==> src/rtl/wb_tag_reg_slice_pkg.sv <==
// wb_tag_pkg: shared FSM state encoding for the tagged Wishbone register slice
package wb_tag_pkg;
  typedef enum logic [1:0] {IDLE = 2'd0, REQ = 2'd1, RSP = 2'd2} state_t;
endpackage

==> src/rtl/wb_tag_reg_slice_if.sv <==
// wb_tag_reg_slice_if: classic Wishbone bus with tags; master drives request fields, slave drives response fields
interface wb_tag_reg_slice_if #(
  parameter int ADR_WIDTH = 32,
  parameter int DAT_WIDTH = 32,
  parameter int TGA_WIDTH = 4,
  parameter int TGC_WIDTH = 4,
  parameter int TGD_WIDTH = 4
);
  logic [ADR_WIDTH-1:0] adr;
  logic [DAT_WIDTH-1:0] dat_w;
  logic [DAT_WIDTH-1:0] dat_r;
  logic cyc;
  logic stb;
  logic we;
  logic [DAT_WIDTH/8-1:0] sel;
  logic ack;
  logic err;
  logic [TGA_WIDTH-1:0] tga;
  logic [TGC_WIDTH-1:0] tgc;
  logic [TGD_WIDTH-1:0] tgd_w;
  logic [TGD_WIDTH-1:0] tgd_r;
  modport master(output adr, dat_w, cyc, stb, we, sel, tga, tgc, tgd_w, input dat_r, ack, err, tgd_r);
  modport slave(input adr, dat_w, cyc, stb, we, sel, tga, tgc, tgd_w, output dat_r, ack, err, tgd_r);
endinterface

==> src/rtl/wb_tag_reg_slice.sv <==
// wb_tag_reg_slice: registered classic Wishbone slice with tags and optional timeout; ports clock, reset (sync, active-high), s = upstream target side, m = downstream initiator side
module wb_tag_reg_slice
  import wb_tag_pkg::*;
#(
  parameter int ADR_WIDTH = 32,
  parameter int DAT_WIDTH = 32,
  parameter int TGA_WIDTH = 4,
  parameter int TGC_WIDTH = 4,
  parameter int TGD_WIDTH = 4,
  parameter int TIMEOUT = 0
) (
  input logic clock,
  input logic reset,
  wb_tag_reg_slice_if.slave s,
  wb_tag_reg_slice_if.master m
);
  localparam int CW = TIMEOUT > 0 ? $clog2(TIMEOUT + 1) : 1;
  state_t state, state_n;
  logic [CW-1:0] cnt;
  logic [ADR_WIDTH-1:0] adr_q;
  logic [DAT_WIDTH-1:0] dat_w_q, dat_r_q;
  logic [DAT_WIDTH/8-1:0] sel_q;
  logic [TGA_WIDTH-1:0] tga_q;
  logic [TGC_WIDTH-1:0] tgc_q;
  logic [TGD_WIDTH-1:0] tgd_w_q, tgd_r_q;
  logic we_q, err_q, start, abort, done, expire;
  always_comb begin
    start = state == IDLE && s.cyc && s.stb;
    abort = !s.cyc;
    done = m.ack || m.err;
    expire = TIMEOUT > 0 && cnt == CW'(TIMEOUT - 1);
  end
  always_ff @(posedge clock) state <= reset ? IDLE : state_n;
  always_comb begin
    state_n = state == IDLE ? (start ? REQ : IDLE)
            : state == REQ ? (abort ? IDLE : (done || expire) ? RSP : REQ)
            : IDLE;
  end
  always_ff @(posedge clock) begin
    if (reset) begin
      cnt <= '0;
      adr_q <= '0;
      dat_w_q <= '0;
      dat_r_q <= '0;
      sel_q <= '0;
      we_q <= 1'b0;
      tga_q <= '0;
      tgc_q <= '0;
      tgd_w_q <= '0;
      tgd_r_q <= '0;
      err_q <= 1'b0;
    end else begin
      if (start) begin
        cnt <= '0;
        adr_q <= s.adr;
        dat_w_q <= s.dat_w;
        sel_q <= s.sel;
        we_q <= s.we;
        tga_q <= s.tga;
        tgc_q <= s.tgc;
        tgd_w_q <= s.tgd_w;
      end
      // an upstream abort discards any response arriving in the same cycle
      if (state == REQ && !abort) begin
        if (done) begin
          dat_r_q <= m.dat_r;
          tgd_r_q <= m.tgd_r;
          err_q <= m.err;
        end else if (expire) begin
          dat_r_q <= '0;
          tgd_r_q <= '0;
          err_q <= 1'b1;
        end else cnt <= cnt + 1'b1;
      end
    end
  end
  always_comb begin
    m.cyc = state == REQ;
    m.stb = state == REQ;
    m.adr = adr_q;
    m.dat_w = dat_w_q;
    m.sel = sel_q;
    m.we = we_q;
    m.tga = tga_q;
    m.tgc = tgc_q;
    m.tgd_w = tgd_w_q;
    s.ack = state == RSP && !err_q;
    s.err = state == RSP && err_q;
    s.dat_r = dat_r_q;
    s.tgd_r = tgd_r_q;
  end
endmodule

==> src/flat_wrapper.sv <==
// flat-port wrapper written by rule: the top's interface ports become plain ports
module wb_tag_reg_slice_flat import wb_tag_pkg::*;
#(
  parameter int ADR_WIDTH = 32,
  parameter int DAT_WIDTH = 32,
  parameter int TGA_WIDTH = 4,
  parameter int TGC_WIDTH = 4,
  parameter int TGD_WIDTH = 4,
  parameter int TIMEOUT = 0
)
  (clock, reset, s_adr, s_dat_w, s_cyc, s_stb, s_we, s_sel, s_tga, s_tgc, s_tgd_w, s_dat_r, s_ack, s_err, s_tgd_r, m_adr, m_dat_w, m_cyc, m_stb, m_we, m_sel, m_tga, m_tgc, m_tgd_w, m_dat_r, m_ack, m_err, m_tgd_r);
  wb_tag_reg_slice_if #(.ADR_WIDTH(ADR_WIDTH), .DAT_WIDTH(DAT_WIDTH), .TGA_WIDTH(TGA_WIDTH), .TGC_WIDTH(TGC_WIDTH), .TGD_WIDTH(TGD_WIDTH)) s_i ();
  wb_tag_reg_slice_if #(.ADR_WIDTH(ADR_WIDTH), .DAT_WIDTH(DAT_WIDTH), .TGA_WIDTH(TGA_WIDTH), .TGC_WIDTH(TGC_WIDTH), .TGD_WIDTH(TGD_WIDTH)) m_i ();
  input logic clock;
  input logic reset;
  input wire logic [$bits(s_i.adr)-1:0] s_adr;
  input wire logic [$bits(s_i.dat_w)-1:0] s_dat_w;
  input wire logic [$bits(s_i.cyc)-1:0] s_cyc;
  input wire logic [$bits(s_i.stb)-1:0] s_stb;
  input wire logic [$bits(s_i.we)-1:0] s_we;
  input wire logic [$bits(s_i.sel)-1:0] s_sel;
  input wire logic [$bits(s_i.tga)-1:0] s_tga;
  input wire logic [$bits(s_i.tgc)-1:0] s_tgc;
  input wire logic [$bits(s_i.tgd_w)-1:0] s_tgd_w;
  output wire logic [$bits(s_i.dat_r)-1:0] s_dat_r;
  output wire logic [$bits(s_i.ack)-1:0] s_ack;
  output wire logic [$bits(s_i.err)-1:0] s_err;
  output wire logic [$bits(s_i.tgd_r)-1:0] s_tgd_r;
  output wire logic [$bits(m_i.adr)-1:0] m_adr;
  output wire logic [$bits(m_i.dat_w)-1:0] m_dat_w;
  output wire logic [$bits(m_i.cyc)-1:0] m_cyc;
  output wire logic [$bits(m_i.stb)-1:0] m_stb;
  output wire logic [$bits(m_i.we)-1:0] m_we;
  output wire logic [$bits(m_i.sel)-1:0] m_sel;
  output wire logic [$bits(m_i.tga)-1:0] m_tga;
  output wire logic [$bits(m_i.tgc)-1:0] m_tgc;
  output wire logic [$bits(m_i.tgd_w)-1:0] m_tgd_w;
  input wire logic [$bits(m_i.dat_r)-1:0] m_dat_r;
  input wire logic [$bits(m_i.ack)-1:0] m_ack;
  input wire logic [$bits(m_i.err)-1:0] m_err;
  input wire logic [$bits(m_i.tgd_r)-1:0] m_tgd_r;
  assign s_i.adr = s_adr;
  assign s_i.dat_w = s_dat_w;
  assign s_i.cyc = s_cyc;
  assign s_i.stb = s_stb;
  assign s_i.we = s_we;
  assign s_i.sel = s_sel;
  assign s_i.tga = s_tga;
  assign s_i.tgc = s_tgc;
  assign s_i.tgd_w = s_tgd_w;
  assign s_dat_r = s_i.dat_r;
  assign s_ack = s_i.ack;
  assign s_err = s_i.err;
  assign s_tgd_r = s_i.tgd_r;
  assign m_adr = m_i.adr;
  assign m_dat_w = m_i.dat_w;
  assign m_cyc = m_i.cyc;
  assign m_stb = m_i.stb;
  assign m_we = m_i.we;
  assign m_sel = m_i.sel;
  assign m_tga = m_i.tga;
  assign m_tgc = m_i.tgc;
  assign m_tgd_w = m_i.tgd_w;
  assign m_i.dat_r = m_dat_r;
  assign m_i.ack = m_ack;
  assign m_i.err = m_err;
  assign m_i.tgd_r = m_tgd_r;
  wb_tag_reg_slice #(.ADR_WIDTH(ADR_WIDTH), .DAT_WIDTH(DAT_WIDTH), .TGA_WIDTH(TGA_WIDTH), .TGC_WIDTH(TGC_WIDTH), .TGD_WIDTH(TGD_WIDTH), .TIMEOUT(TIMEOUT)) u_core (.clock(clock), .reset(reset), .s(s_i), .m(m_i));
endmodule
==> config.mk <==
export PLATFORM = sky130hd
export DESIGN_NAME = wb_tag_reg_slice_flat
export DESIGN_NICKNAME = d
export VERILOG_FILES = /design/src/rtl/wb_tag_reg_slice_pkg.sv /design/src/rtl/wb_tag_reg_slice_if.sv /design/src/rtl/wb_tag_reg_slice.sv /design/src/flat_wrapper.sv
export SDC_FILE = /design/constraint.sdc
export NUM_CORES = 1
export LEC_CHECK = 0
export CAP_MARGIN = 20
export CORE_ASPECT_RATIO = 0.9
export CORE_MARGIN = 1.5
export CORE_UTILIZATION = 35
export DETAILED_ROUTE_END_ITERATION = 6
export PLACE_DENSITY = 0.81
export RECOVER_POWER = 50
export SLEW_MARGIN = 5
export SYNTH_ARGS = -nofsm -noshare
export SYNTH_HDL_FRONTEND = slang
export SYNTH_SLANG_ARGS = --single-unit
==> constraint.sdc <==
create_clock -name clock -period 1.6 [get_ports clock]
set_input_delay 0.16 -clock clock [delete_from_list [all_inputs] [get_ports clock]]
set_output_delay 0.16 -clock clock [all_outputs]
set_load 0.005 [all_outputs]
==> metrics.md <==
| Metric | Value |
|---|---|
| Yosys top cell area share | `0.520` |
| Routability cong. | `between 0.7 and 0.8` |
| Maximum VDD drop | `between 700 and 800 µV` |
| Pre-CTS WS | `around 0.018 ns` |
| Vias in the first global route | `4,163` |
| XOR/XNOR Fraction of Synth Area | `0` |
| Total power | `roughly 8.2 mW` |
| Internal Pwr Total | `about 6.6 mW` |
| Initial antenna violation count | `0` |
| Bufs on Longest Clock Path | `2` |
| Ys Warns | `0` |
| Sw Pwr | `1.66 mW` |
| Compound-Gate Fraction of Synth Area | `0.0922` |
| First-pass GRT wire length | `around 20 mm` |
| Placed wire-length estimate | `roughly 8.7 mm` |
| Fraction of layout cells with a size suffix above 1 | `0.0622` |
| Cell Area, Synth | `4620 µm²` |
| Core area | `12,800 µm²` |
| Worst Tran Pin Value | `just over 0.4 ns` |
| Worst hold slack | `around 0.24 ns` |
| DIE AREA | `approximately 14,000 µm²` |
| Clock power share | `0.504` |
| Synthesized area per cell | `roughly 8.8 µm²` |
| CTS tree | `done` |
| Sw Ratio | `0.202` |
| # H-tree levels | `4` |
| Core Rows | `39` |
| Worst min path class | `input port to flip-flop` |
| Worst slew margin | `0.732` |
| CTS Sinks | `120` |
| Final Critical Period | `1.45 ns` |
| Seq/Total Area, Yosys | `0.520` |
| # IOs | `around 240` |
| Post-route DRC | `0` |
| Critical path cell sequence | `clkdlybuf4s50_1` |
| Register bit total from synthesis | `120` |
| Post-Synth Adder-Cell Area | `0` |
| Cells after synthesis | `about 530` |
| Clock buffer count from CTS | `17` |
| Largest family of logic cells by synthesized area | `simple AND/OR/NAND/NOR gates` |
| Vias | `~4,200` |
| # Max-Cap Violations | `0` |
| CP max stage delay | `between 0.5 and 0.6 ns` |
| CP max stage cell | `clkdlybuf4s50_1` |
| GRT overflow | `0` |
| CP Capture Type | `output pin` |
| CTS Root Buffer Type | `clkbuf_16` |
| Clock Latency Late Sink | `0.41 ns` |
| Fin worst setup slack | `between 0.1 and 0.15 ns` |
| Worst Skew | `around 0.012 ns` |
| First-pass iteration count of the detailed router | `4` |
| Gr usage total | `0.184` |
| Initial Util | `0.361` |
| Register share of total power | `0.384` |
| Worst Path Required | `~1.4 ns` |
| FF/Latch Area | `2400 µm²` |
| Critical path type | `flip-flop to output pin` |
| Most common cell in the synthesized netlist | `nand2_1` |
| Setup bufs post-CTS | `0` |
| Clock-pin slew on the worst setup and hold paths | `~0.050 ns` |
| Area of the multi-input gates | `just under 2000 µm²` |
| Share of synthesized flip-flops with an asynchronous set or reset | `0` |
| Largest net degree at the start of global routing | `85` |
| Max frequency | `between 600 and 700 MHz` |
| Dominant cells by area after synthesis | `dfxtp_1, nand2_1, nand2b_1` |
| Initial DRC Count | `210` |
| CP top delay family | `buffers and inverters` |
| Antenna Nets Post-Route | `0` |
| Logic gate share of total power | `0.111` |
| Filler cell count | `1,091` |
| N_diodes | `0` |
| Drt total wl | `around 13 mm` |
| Final Max Tran Viols | `0` |
| Die Y-Extent | `approximately 110 µm` |
| Area Overhead vs Synth | `69.0%` |
| Predominant post-synthesis flop cell | `dfxtp_1` |
| Buf/Inv on CP | `1` |
| Crit path launch type | `flip-flop` |
| Die X | `between 100 and 150 µm` |
| Setup TNS | `0 ns` |
| Final Hold Fails | `0` |
| Post-synthesis mux area share | `0.0781` |
| Vias/cell | `between 4 and 5` |
| PD cells | `1060 nW/µm²` |
| Critical path arrival | `between 1 and 1.5 ns` |
| Yosys cell types | `20` |
| Unrepaired setup endpoints after global routing | `no` |
| Synthesized net count | `648` |
| Layout Nets | `slightly below 900` |
| Post-synth EDFFs | `0` |
| Synth Area in Simple Gates | `0.252` |
| Final setup fails | `0` |
| Fin crit share | `0.909` |
| Critical-path maximum fanout | `2` |
| P_leak | `about 2.8 nW` |
| Biggest area consumer among synthesized cells | `dfxtp_1` |
| DR WL/cell | `between 10 and 15 µm` |
| Most frequent cells after synthesis | `nand2_1, dfxtp_1, a21oi_1` |
| IO Port Bufs | `between 200 and 250` |
| Status | `complete, no violations` |
layout make-up:
class,instances,area share
Multi-Input combinational cell,365,0.252
Clock buffer,23,0.0613
Timing Repair Buffer,256,0.331
Sequential cell,120,0.308
Tap cell,164,0.0263
Clock inverter,8,0.0215
layout by cell type, fill, tap and decap left out:
master and n:
a21bo_2 1, a21oi_1 83, and2b_2 1, and3b_1 2, and4bb_4 1, buf_12 5
buf_4 6, buf_6 1, bufinv_16 5, clkbuf_1 5, clkbuf_16 17, clkbuf_8 3
clkdlybuf4s50_1 237, clkinv_2 2, clkinvlp_4 1, dfxtp_1 118, dfxtp_2 2, dlygate4sd2_1 4
dlygate4sd3_1 1, mux2i_1 36, nand2_1 163, nand2b_1 72, nand4bb_1 1, nor2_1 1
nor2_8 1, nor2b_1 1, nor2b_4 1, nor3b_4 1
stage by stage:
step	cell area, µm²	utilization	std cells
floorplan	4620	-	525
global placement	7180	0.561	905
detailed placement	7180	0.561	905
CTS	7830	0.613	936
global route	7800	0.610	936
finish	7800	0.610	936
sequential cells by signal, indices dropped and copies added (netlist names):
| register | cells |
|---|---|
| u_core.m.adr | 32 |
| u_core.m.dat_w | 32 |
| u_core.s.dat_r | 32 |
| u_core.m.sel | 4 |
| u_core.m.tga | 4 |
| u_core.m.tgc | 4 |
| u_core.m.tgd_w | 4 |
| u_core.s.tgd_r | 4 |
| u_core.state | 2 |
| u_core.err_q | 1 |
| u_core.m.we | 1 |
logic make-up after synthesis:
family | count (synthesis)
AOI/OAI and AO/OA | 84
and+or+nand+nor | 245
DFF | 120
muxes | 36
buffers and inverters | 40
repair_timing:
action	4_1_cts	5_1_grt
resized for setup	9	0
hold buffers	0	0
setup endpoints to repair	4	0
path summary, 6_finish.rpt:
check | startpoint | to | slack, ns | cells after the start
max | u_core.s.dat_r[28] | s_dat_r[28] | 0.15 | 1
min | reset | u_core.state[0] | 0.24 | 3
max reg2reg | u_core.state[1] | u_core.m.dat_w[27] | 0.18 | 4
min reg2reg | u_core.m.dat_w[10] | u_core.m.dat_w[10] | 0.45 | 2
metal layers:
layer,vias to the layer above,track usage,share of wire
met1,1887,0.206,0.41
met3,14,0.106,0.13
met4,0,0.0712,0.015
li1,2153,-,-
met2,175,0.288,0.44
met5,-,0,0
power groups by stage:
stage / combinational (mW) / clock, mW / sequential (mW)
floorplan: 0.320 / 0 / 3.23
global placement: 0.929 / 0 / 3.22
detailed placement: 0.932 / 0 / 3.23
CTS: 0.938 / 4.25 / 3.17
global route: 1.00 / 4.40 / 3.18
finish: 0.918 / 4.15 / 3.16
(Power assumes the default switching activity.)
